`config.mk`:
```
export PLATFORM = sky130hd
export DESIGN_NAME = hqvga_vga_gen_flat
export DESIGN_NICKNAME = d
export VERILOG_FILES = /design/src/rtl/hqvga_vga_gen_if.sv /design/src/rtl/hqvga_vga_gen.sv /design/src/flat_wrapper.sv
export SDC_FILE = /design/constraint.sdc
export NUM_CORES = 1
export LEC_CHECK = 0
export BUFFER_PORTS_ARGS = -buffer_cell sky130_fd_sc_hd__buf_2
export CORE_UTILIZATION = 25
export CTS_BUF_LIST = sky130_fd_sc_hd__clkbuf_8 sky130_fd_sc_hd__clkbuf_16
export DETAILED_ROUTE_END_ITERATION = 7
export PLACE_DENSITY = 0.53
export SLEW_MARGIN = 15
export SYNTH_ARGS = -nofsm -noshare
export SYNTH_HDL_FRONTEND = slang
export SYNTH_SLANG_ARGS = --single-unit
export TNS_END_PERCENT = 5
```
`constraint.sdc`:
```
create_clock -name I_hqvga_clk -period 2.5 [get_ports I_hqvga_clk]
set_input_delay 0.5 -clock I_hqvga_clk [delete_from_list [all_inputs] [get_ports I_hqvga_clk]]
set_output_delay 0.5 -clock I_hqvga_clk [all_outputs]
set_load 0.005 [all_outputs]
```
`src/rtl/hqvga_vga_gen_if.sv`:
```
// rtl/hqvga_vga_gen_if.sv - HQVGA source-side bundle: framebuffer read port, video outputs, CPU status
interface hqvga_vga_gen_if;
  logic [14:0] O_fb_addr;
  logic [7:0]  I_fb_rdata;
  logic        O_hqvga_de;
  logic        O_hqvga_hs;
  logic        O_hqvga_vs;
  logic [2:0]  O_hqvga_r;
  logic [2:0]  O_hqvga_g;
  logic [1:0]  O_hqvga_b;
  logic        O_vblank;
  logic        O_frame_start;

  modport master (
    output O_fb_addr,
    input  I_fb_rdata,
    output O_hqvga_de, O_hqvga_hs, O_hqvga_vs,
    output O_hqvga_r, O_hqvga_g, O_hqvga_b,
    output O_vblank, O_frame_start
  );

  modport slave (
    input  O_fb_addr,
    output I_fb_rdata,
    input  O_hqvga_de, O_hqvga_hs, O_hqvga_vs,
    input  O_hqvga_r, O_hqvga_g, O_hqvga_b,
    input  O_vblank, O_frame_start
  );
endinterface

```
`src/rtl/hqvga_vga_gen.sv`:
```
// rtl/hqvga_vga_gen.sv - 800x600@72 VGA timing generator, 5x replicated 160x120 RGB332 framebuffer readout
// Macro HQVGA_TESTPAT_EN replaces framebuffer colour with 8 vertical colour bars.
module hqvga_vga_gen #(
  parameter int H_ACTIVE = 800,
  parameter int H_FPORCH = 56,
  parameter int H_SYNC   = 120,
  parameter int H_BPORCH = 64,
  parameter int V_ACTIVE = 600,
  parameter int V_FPORCH = 37,
  parameter int V_SYNC   = 6,
  parameter int V_BPORCH = 23,
  parameter int SRC_W    = 160,
  parameter int SCALE    = 5
) (
  input logic             I_hqvga_clk,
  input logic             I_rst,
  hqvga_vga_gen_if.master vga
);
  localparam int H_TOTAL  = H_ACTIVE + H_FPORCH + H_SYNC + H_BPORCH;
  localparam int V_TOTAL  = V_ACTIVE + V_FPORCH + V_SYNC + V_BPORCH;
  localparam int HS_FIRST = H_ACTIVE + H_FPORCH;
  localparam int HS_LAST  = HS_FIRST + H_SYNC - 1;
  localparam int VS_FIRST = V_ACTIVE + V_FPORCH;
  localparam int VS_LAST  = VS_FIRST + V_SYNC - 1;

  logic [10:0] h_cnt;
  logic [9:0]  v_cnt;
  logic [2:0]  hsub, vsub;
  logic [7:0]  src_x;
  logic [14:0] line_base;
  logic [1:0]  de_dly, hs_dly, vs_dly;
  logic [7:0]  pix;

  logic h_last, v_last, h_act, v_act, active, hs_raw, vs_raw;
  assign h_last = (h_cnt == 11'(H_TOTAL - 1));
  assign v_last = (v_cnt == 10'(V_TOTAL - 1));
  assign h_act  = (h_cnt < 11'(H_ACTIVE));
  assign v_act  = (v_cnt < 10'(V_ACTIVE));
  assign active = h_act && v_act;
  assign hs_raw = (h_cnt >= 11'(HS_FIRST)) && (h_cnt <= 11'(HS_LAST));
  assign vs_raw = (v_cnt >= 10'(VS_FIRST)) && (v_cnt <= 10'(VS_LAST));

  // Undelayed status for the CPU side; gated so it reads 0 while held in reset.
  assign vga.O_vblank      = !v_act;
  assign vga.O_frame_start = (h_cnt == 11'd0) && (v_cnt == 10'd0) && !I_rst;

  always_ff @(posedge I_hqvga_clk or posedge I_rst) begin
    if (I_rst) begin
      h_cnt          <= '0;
      v_cnt          <= '0;
      hsub           <= '0;
      vsub           <= '0;
      src_x          <= '0;
      line_base      <= '0;
      de_dly         <= '0;
      hs_dly         <= '0;
      vs_dly         <= '0;
      vga.O_fb_addr  <= '0;
      vga.O_hqvga_de <= 1'b0;
      vga.O_hqvga_hs <= 1'b0;
      vga.O_hqvga_vs <= 1'b0;
      vga.O_hqvga_r  <= '0;
      vga.O_hqvga_g  <= '0;
      vga.O_hqvga_b  <= '0;
    end else begin
      h_cnt <= h_last ? 11'd0 : h_cnt + 11'd1;
      if (h_last) v_cnt <= v_last ? 10'd0 : v_cnt + 10'd1;

      if (h_last) begin
        hsub  <= '0;
        src_x <= '0;
      end else if (h_act) begin
        if (hsub == 3'(SCALE - 1)) begin
          hsub  <= '0;
          src_x <= src_x + 8'd1;
        end else begin
          hsub <= hsub + 3'd1;
        end
      end

      // line_base steps one source row after every SCALE output lines.
      if (h_last && v_last) begin
        vsub      <= '0;
        line_base <= '0;
      end else if (h_last && v_act) begin
        if (vsub == 3'(SCALE - 1)) begin
          vsub      <= '0;
          line_base <= line_base + 15'(SRC_W);
        end else begin
          vsub <= vsub + 3'd1;
        end
      end

      if (active) vga.O_fb_addr <= line_base + 15'(src_x);

      de_dly <= {de_dly[0], active};
      hs_dly <= {hs_dly[0], hs_raw};
      vs_dly <= {vs_dly[0], vs_raw};
      vga.O_hqvga_de <= de_dly[1];
      vga.O_hqvga_hs <= hs_dly[1];
      vga.O_hqvga_vs <= vs_dly[1];
      vga.O_hqvga_r  <= de_dly[1] ? pix[7:5] : 3'd0;
      vga.O_hqvga_g  <= de_dly[1] ? pix[4:2] : 3'd0;
      vga.O_hqvga_b  <= de_dly[1] ? pix[1:0] : 2'd0;
    end
  end

`ifdef HQVGA_TESTPAT_EN
  localparam int BAR_W = (SRC_W / 8) * SCALE;

  logic [6:0] bar_sub;
  logic [2:0] bar_idx;
  logic [7:0] bar_color, bar_d1, bar_d2;

  always_comb begin
    bar_color = 8'h00;
    case (bar_idx)
      3'd0: bar_color = 8'hFF;
      3'd1: bar_color = 8'hFC;
      3'd2: bar_color = 8'h1F;
      3'd3: bar_color = 8'h1C;
      3'd4: bar_color = 8'hE3;
      3'd5: bar_color = 8'hE0;
      3'd6: bar_color = 8'h03;
      3'd7: bar_color = 8'h00;
      default: bar_color = 8'h00;
    endcase
  end

  // Two register stages put the bar colour where the RAM data would be.
  always_ff @(posedge I_hqvga_clk or posedge I_rst) begin
    if (I_rst) begin
      bar_sub <= '0;
      bar_idx <= '0;
      bar_d1  <= '0;
      bar_d2  <= '0;
    end else begin
      if (h_last) begin
        bar_sub <= '0;
        bar_idx <= '0;
      end else if (h_act) begin
        if (bar_sub == 7'(BAR_W - 1)) begin
          bar_sub <= '0;
          bar_idx <= bar_idx + 3'd1;
        end else begin
          bar_sub <= bar_sub + 7'd1;
        end
      end
      bar_d1 <= bar_color;
      bar_d2 <= bar_d1;
    end
  end

  assign pix = bar_d2;
`else
  assign pix = vga.I_fb_rdata;
`endif
endmodule
```
`src/flat_wrapper.sv`:
```
// flat-port wrapper written by rule: the top's interface ports become plain ports
module hqvga_vga_gen_flat 
#(
  parameter int H_ACTIVE = 800,
  parameter int H_FPORCH = 56,
  parameter int H_SYNC   = 120,
  parameter int H_BPORCH = 64,
  parameter int V_ACTIVE = 600,
  parameter int V_FPORCH = 37,
  parameter int V_SYNC   = 6,
  parameter int V_BPORCH = 23,
  parameter int SRC_W    = 160,
  parameter int SCALE    = 5
)
  (I_hqvga_clk, I_rst, vga_O_fb_addr, vga_I_fb_rdata, vga_O_hqvga_de, vga_O_hqvga_hs, vga_O_hqvga_vs, vga_O_hqvga_r, vga_O_hqvga_g, vga_O_hqvga_b, vga_O_vblank, vga_O_frame_start);
  hqvga_vga_gen_if vga_i ();
  input logic I_hqvga_clk;
  input logic I_rst;
  output wire logic [$bits(vga_i.O_fb_addr)-1:0] vga_O_fb_addr;
  input wire logic [$bits(vga_i.I_fb_rdata)-1:0] vga_I_fb_rdata;
  output wire logic [$bits(vga_i.O_hqvga_de)-1:0] vga_O_hqvga_de;
  output wire logic [$bits(vga_i.O_hqvga_hs)-1:0] vga_O_hqvga_hs;
  output wire logic [$bits(vga_i.O_hqvga_vs)-1:0] vga_O_hqvga_vs;
  output wire logic [$bits(vga_i.O_hqvga_r)-1:0] vga_O_hqvga_r;
  output wire logic [$bits(vga_i.O_hqvga_g)-1:0] vga_O_hqvga_g;
  output wire logic [$bits(vga_i.O_hqvga_b)-1:0] vga_O_hqvga_b;
  output wire logic [$bits(vga_i.O_vblank)-1:0] vga_O_vblank;
  output wire logic [$bits(vga_i.O_frame_start)-1:0] vga_O_frame_start;
  assign vga_O_fb_addr = vga_i.O_fb_addr;
  assign vga_i.I_fb_rdata = vga_I_fb_rdata;
  assign vga_O_hqvga_de = vga_i.O_hqvga_de;
  assign vga_O_hqvga_hs = vga_i.O_hqvga_hs;
  assign vga_O_hqvga_vs = vga_i.O_hqvga_vs;
  assign vga_O_hqvga_r = vga_i.O_hqvga_r;
  assign vga_O_hqvga_g = vga_i.O_hqvga_g;
  assign vga_O_hqvga_b = vga_i.O_hqvga_b;
  assign vga_O_vblank = vga_i.O_vblank;
  assign vga_O_frame_start = vga_i.O_frame_start;
  hqvga_vga_gen #(.H_ACTIVE(H_ACTIVE), .H_FPORCH(H_FPORCH), .H_SYNC(H_SYNC), .H_BPORCH(H_BPORCH), .V_ACTIVE(V_ACTIVE), .V_FPORCH(V_FPORCH), .V_SYNC(V_SYNC), .V_BPORCH(V_BPORCH), .SRC_W(SRC_W), .SCALE(SCALE)) u_core (.I_hqvga_clk(I_hqvga_clk), .I_rst(I_rst), .vga(vga_i));
endmodule
```
---- Word-level counts from Yosys, hierarchy flattened ----
Index checks and enable logic that the tools add are counted.
operators by class
  add/subtract/negate cells ............... 7
  order comparisons ....................... 6
  equality and inequality tests ........... 4
  mux-type cells .......................... 17
  reductions and logical operators ........ 17
operator list
  operator                                                             number
  2-to-1 mux 15 bit                                                    3
  2-to-1 mux 3 bit                                                     8
  2-to-1 mux 8 bit                                                     3
  adder 15 x 8 -> 15 bit                                               1
  adder 15 x 8 -> 15 bit, second input constant                        1
  adder 11 x 1 -> 11 bit, second input constant                        1
  == test 11 bit, second input constant                                1
  greater-or-equal comparator 11 x 10 -> 1 bit, second input constant  1
  <= comparator 11 x 10 -> 1 bit, second input constant                1
  logical NOT 11 bit                                                   1
  < comparator 11 x 10 -> 1 bit, second input constant                 1
  2-to-1 mux 11 bit                                                    1
  adder 10 x 1 -> 10 bit, second input constant                        1
  == test 10 bit, second input constant                                1
  greater-or-equal comparator 10 bit, second input constant            1
  <= comparator 10 bit, second input constant                          1
  logical NOT 10 bit                                                   1
  < comparator 10 bit, second input constant                           1
  2-to-1 mux 10 bit                                                    1
  adder 8 x 1 -> 8 bit, second input constant                          1
  nonzero test 2 bit                                                   4
  logical AND 1 bit                                                    7
  adder 3 x 1 -> 3 bit, second input constant                          2
  == test 3 bit, second input constant                                 2
  other kinds (3)                                                      5
word-level totals
  flip-flop bits (word level) ............. 82
  input bits .............................. 10
  output and inout port bits .............. 28
  word-level logic and storage cells ...... 67

---- Logic depth before layout (Yosys ltp) ----
  depth after elaboration ................. 4
  depth in mapped cells ................... 7

---- Least setup slack after synthesis ----
No wires, ideal clock.
  path kind ............................... flip-flop to flip-flop
  start point ............................. register u_core.h_cnt[6]
  end point ............................... register u_core.line_base[10]
  setup time .............................. 0.077 ns
  arrival time ............................ 2.123 ns
  required time ........................... 2.423 ns
  path slack .............................. 0.299 ns
  stages on the path, launching flop included .. 8
  buffers on the path ..................... 3
  clock period less this slack ............ 2.201 ns
  cell sequence ........................... dfrtp_1 > buf_6 > or4_4 > buf_6 > or3_1 > clkbuf_2 > or4_1 > a21oi_1
between the ends
  longest elaborated chain between the ends .. 4
  elaborated cells on any way between the ends .. 7
  classes of those cells .................. eq/ne (1); mux (1); reduce/logical (5)
RTL lines
  item                                  RTL line                                  text
  start: declaration                    hqvga_vga_gen.sv:26                       logic [10:0] h_cnt;
  start signal: assignment              hqvga_vga_gen.sv:66                       h_cnt <= h_last ? 11'd0 : h_cnt + 11'd1;
  == test 11 bit *                      hqvga_vga_gen.sv:35                       assign h_last = (h_cnt == 11'(H_TOTAL - 1));
  logical AND 1 bit (on tied branches)  hqvga_vga_gen.sv:85, hqvga_vga_gen.sv:82
  nonzero test 2 bit (no line)          n/a
  AND reduction 2 bit (no line)         n/a
  end signal: assignment                hqvga_vga_gen.sv:88                       line_base <= line_base + 15'(SRC_W);
  end: declaration                      hqvga_vga_gen.sv:30                       logic [14:0] line_base;
Every way passes the cells marked *; elsewhere a longest branch is shown, timed or not.
A chain may end at the register's enable or synchronous reset.

---- Worst setup path in the final report ----
  start point ............................. register u_core.h_cnt[9]
  end point ............................... output vga_O_frame_start
between the ends
  longest elaborated chain between the ends .. 3
RTL lines
  item                             RTL line             text
  logical NOT 11 bit               hqvga_vga_gen.sv:45  assign vga.O_frame_start = (h_cnt == 11'd0) && (v_cnt == 10'd0) && !I_rst;
  logical AND 1 bit (2 in series)  hqvga_vga_gen.sv:45
  end: declaration                 flat_wrapper.sv:28   output wire logic [$bits(vga_i.O_frame_start)-1:0] vga_O_frame_start;
Every way passes these cells.

==> metrics.yaml <==
pwr:
  p_per_area_nw_per_um2: 563
  irDropWorstVdd_mv: 0.353
  power.leakage_nw: 2.01
setup_path:
  reg2reg_slack_ns: 0.27
  path_delay_family: "simple AND/OR/NAND/NOR gates"
  required_ns: 2.00
  crit_type: "reg2out"
  cp_max_fo: 7
  cp_slowest_stage_delay_ns: 0.56
  slowest_stage: "or4_4"
  cp_data_arrival_time_ns: 1.94
  cp_cell_sequence: "or4_4, or2_1, nor3_2, buf_2"
  crit_path_end_kind: "output port"
  r2r_start: "u_core.h_cnt[9]"
  r2r_end: "u_core.line_base[7]"
  r2r_cells: 4
  critPathLaunchType: "register"
  worst-path-buf-inv: 1
finish:
  final_util: 0.310
  multiInputGateArea_um2: 1770
  fill_cells: 1519
  regArea_um2: 1930
  n_antenna_cell: 0
  synthToLayoutAreaGrowth_pct: 19.4
  final_nets: 446
  drive_gt1_frac: 0.193
  final_cell_mix: "77 x dfrtp_1, 37 x buf_2, 30 x nand2_1"
  finalInstanceArea_um2: 4580
  layout_commonest_cell: "dfrtp_1"
  instances_no_fill: 608
floorplanning:
  core_area_um2: 14800
  die_width_um: 126
  io_pins: 38
  dieArea_um2: 15800
  die_y_um: 126
  row_count: 44
  initial_core_util: 0.260
clock_network:
  cts_sinks: 77
  cts_buffers: 9
  post_cts.repair.setup_buffers: 0
  htree_levels: 3
  path_clk_slew_ns: 0.06
  clk_path_buf_depth: 2
  insertion_delay_ns: 0.34
  root_buffer: "clkbuf_16"
  cts_tree: "yes"
logic_synthesis:
  synth_cells: 380
  yosysTopAreaCell: "dfrtp_1"
  ys_warn_count: 0
  ys_types: 50
  synth_flop_cell: "dfrtp_1"
  seq_area_frac_synth: 0.503
  synth_area_um2: 3830
  syn_nets: 406
  avgSynthCellArea_um2: 10.1
  yosys-top-cells-area: "dfrtp_1 50%, ha_1 5.2%, xnor2_1 4.6%, nand2_1 2.9%, nor2_1 2.6%"
  ys_ff_latch: 77
  yosysTopAreaCellShare: 0.503
  async_reset_ff_frac: 1.00
  synth_edf_count: 0
placement:
  dpl.cell_count: 593
  dp_slack_ns: 0.241
  place_congestion: 0.827
  post_dp_cell_area_um2: 4280
  place.port_buffers: 37
  hpwlAfterDp_um: 5940
global_routing:
  grt_pass1_vias: 2913
  overflow: 0
  grt_use_total: 0.114
  grt_max_degree: 33
  grt_pass1_wl_um: 14300
  antenna_found_initial: 0
sta:
  rsz0062_at_grt: "yes"
  relSlewSlack: 0.306
  tns_ns: 0
  period_minus_slack_ns: 2.44
  finClkSkew_ns: 0.00749
  hold_viol: 0
  slew_violations: 0
  setup_ws_ns: 0.0637
  period_share: 0.975
  max_freq_mhz: 410
  tightest_slew_ns: 1.04
  setup_viol: 0
routing:
  post_drt_wl_per_cell_um: 13.6
  vias: 2894
  ant_nets: 0
  drtIter0Drc: 163
  viasPerCell: 4.76
  routed_wl_um: 8240
  drc: 0
  drt_pass1_iterations: 4
job:
  drv_cap: 0
outcome:
  status: "finished, final reports clean"
worst_hold_path:
  min_path_type: "in2async"
[how the worst max path moves through the flow]
stage,startpoint,to,slack [ns],cells after the start
floorplan,I_rst,u_core.de_dly[0],0.03,1
global placement,u_core.v_cnt[5],u_core.line_base[11],0.29,5
detailed placement,u_core.v_cnt[5],u_core.line_base[14],0.24,5
CTS,u_core.h_cnt[9],vga_O_frame_start,0.02,4
global route,u_core.h_cnt[9],vga_O_frame_start,-0.01,4
finish,u_core.h_cnt[9],vga_O_frame_start,0.06,4
[synth_stat cells (7+ instances only)]
cell	number
dfrtp_1	77
o21ai_0	20
and2_1	10
nor2_1	27
a21oi_1	19
nand4_1	12
ha_1	16
nor3_1	11
clkbuf_1	16
nand2_1	30
nor4_1	7
inv_1	16
nand3_1	17
xnor2_1	20
[routing by layer]
metal / GRT usage / wire (µm) / part of all wire / up-vias
met3: 0.0285 / 348 / 0.042 / 16
met1: 0.148 / 3990 / 0.48 / 1395
met4: 0.0624 / 199 / 0.024 / 0
li1: - / - / - / 1425
met2: 0.175 / 3700 / 0.45 / 58
met5: 0 / 0 / 0 / -
[repair_timing]
item	in CTS	in global routing
gates cloned	0	0
hold buffers	0	0
setup endpoints to repair	1	5
resized for setup	1	2
[cell families after synthesis]
| kind of cell | after synthesis | share of synthesized area |
|---|---|---|
| flops | 77 | 0.503 |
| buf+inv | 38 | 0.0424 |
| xor+xnor | 26 | 0.0594 |
| compound gates | 64 | 0.102 |
| mux | 12 | 0.0333 |
| simple gates | 147 | 0.208 |
| fa+ha+maj | 16 | 0.0522 |
[per-stage QoR]
stage	total power [mW]	hold WS, ns
3_5_place_dp	1.33	0.335
2_1_floorplan	1.30	0.331
4_1_cts	2.64	0.276
6_report	2.58	0.257
5_1_grt	2.69	0.305
3_3_place_gp	1.33	0.334
[area by class of cell]
| type | count | area share |
|---|---|---|
| Clock buffer | 9 | 0.0492 |
| Timing Repair Buffer | 51 | 0.0662 |
| Tap cell | 184 | 0.0503 |
| Sequential cell | 77 | 0.421 |
| Inverter | 16 | 0.0131 |
| Multi-Input combinational cell | 265 | 0.386 |
| Clock inverter | 6 | 0.0142 |
[where the power goes]
group	total [mW]	switching, mW	internal (mW)
Combinational	0.0508	0.0327	0.0181
Clock	1.27	0.507	0.766
Sequential	1.25	0.00150	1.25
[sequential cells by signal, indices dropped and copies added (netlist names)]
name and flops:
u_core.src_x 8, u_core.vga.O_hqvga_g 3, u_core.vga.O_fb_addr 15, u_core.h_cnt 11, u_core.line_base 10, u_core.hsub 3, u_core.hs_dly 2, u_core.vga.O_hqvga_de 1
u_core.vs_dly 2, u_core.vsub 3, u_core.vga.O_hqvga_r 3, u_core.v_cnt 10, u_core.vga.O_hqvga_vs 1, u_core.vga.O_hqvga_b 2, u_core.vga.O_hqvga_hs 1, u_core.de_dly 2
Power figures use the tool's default switching activity.
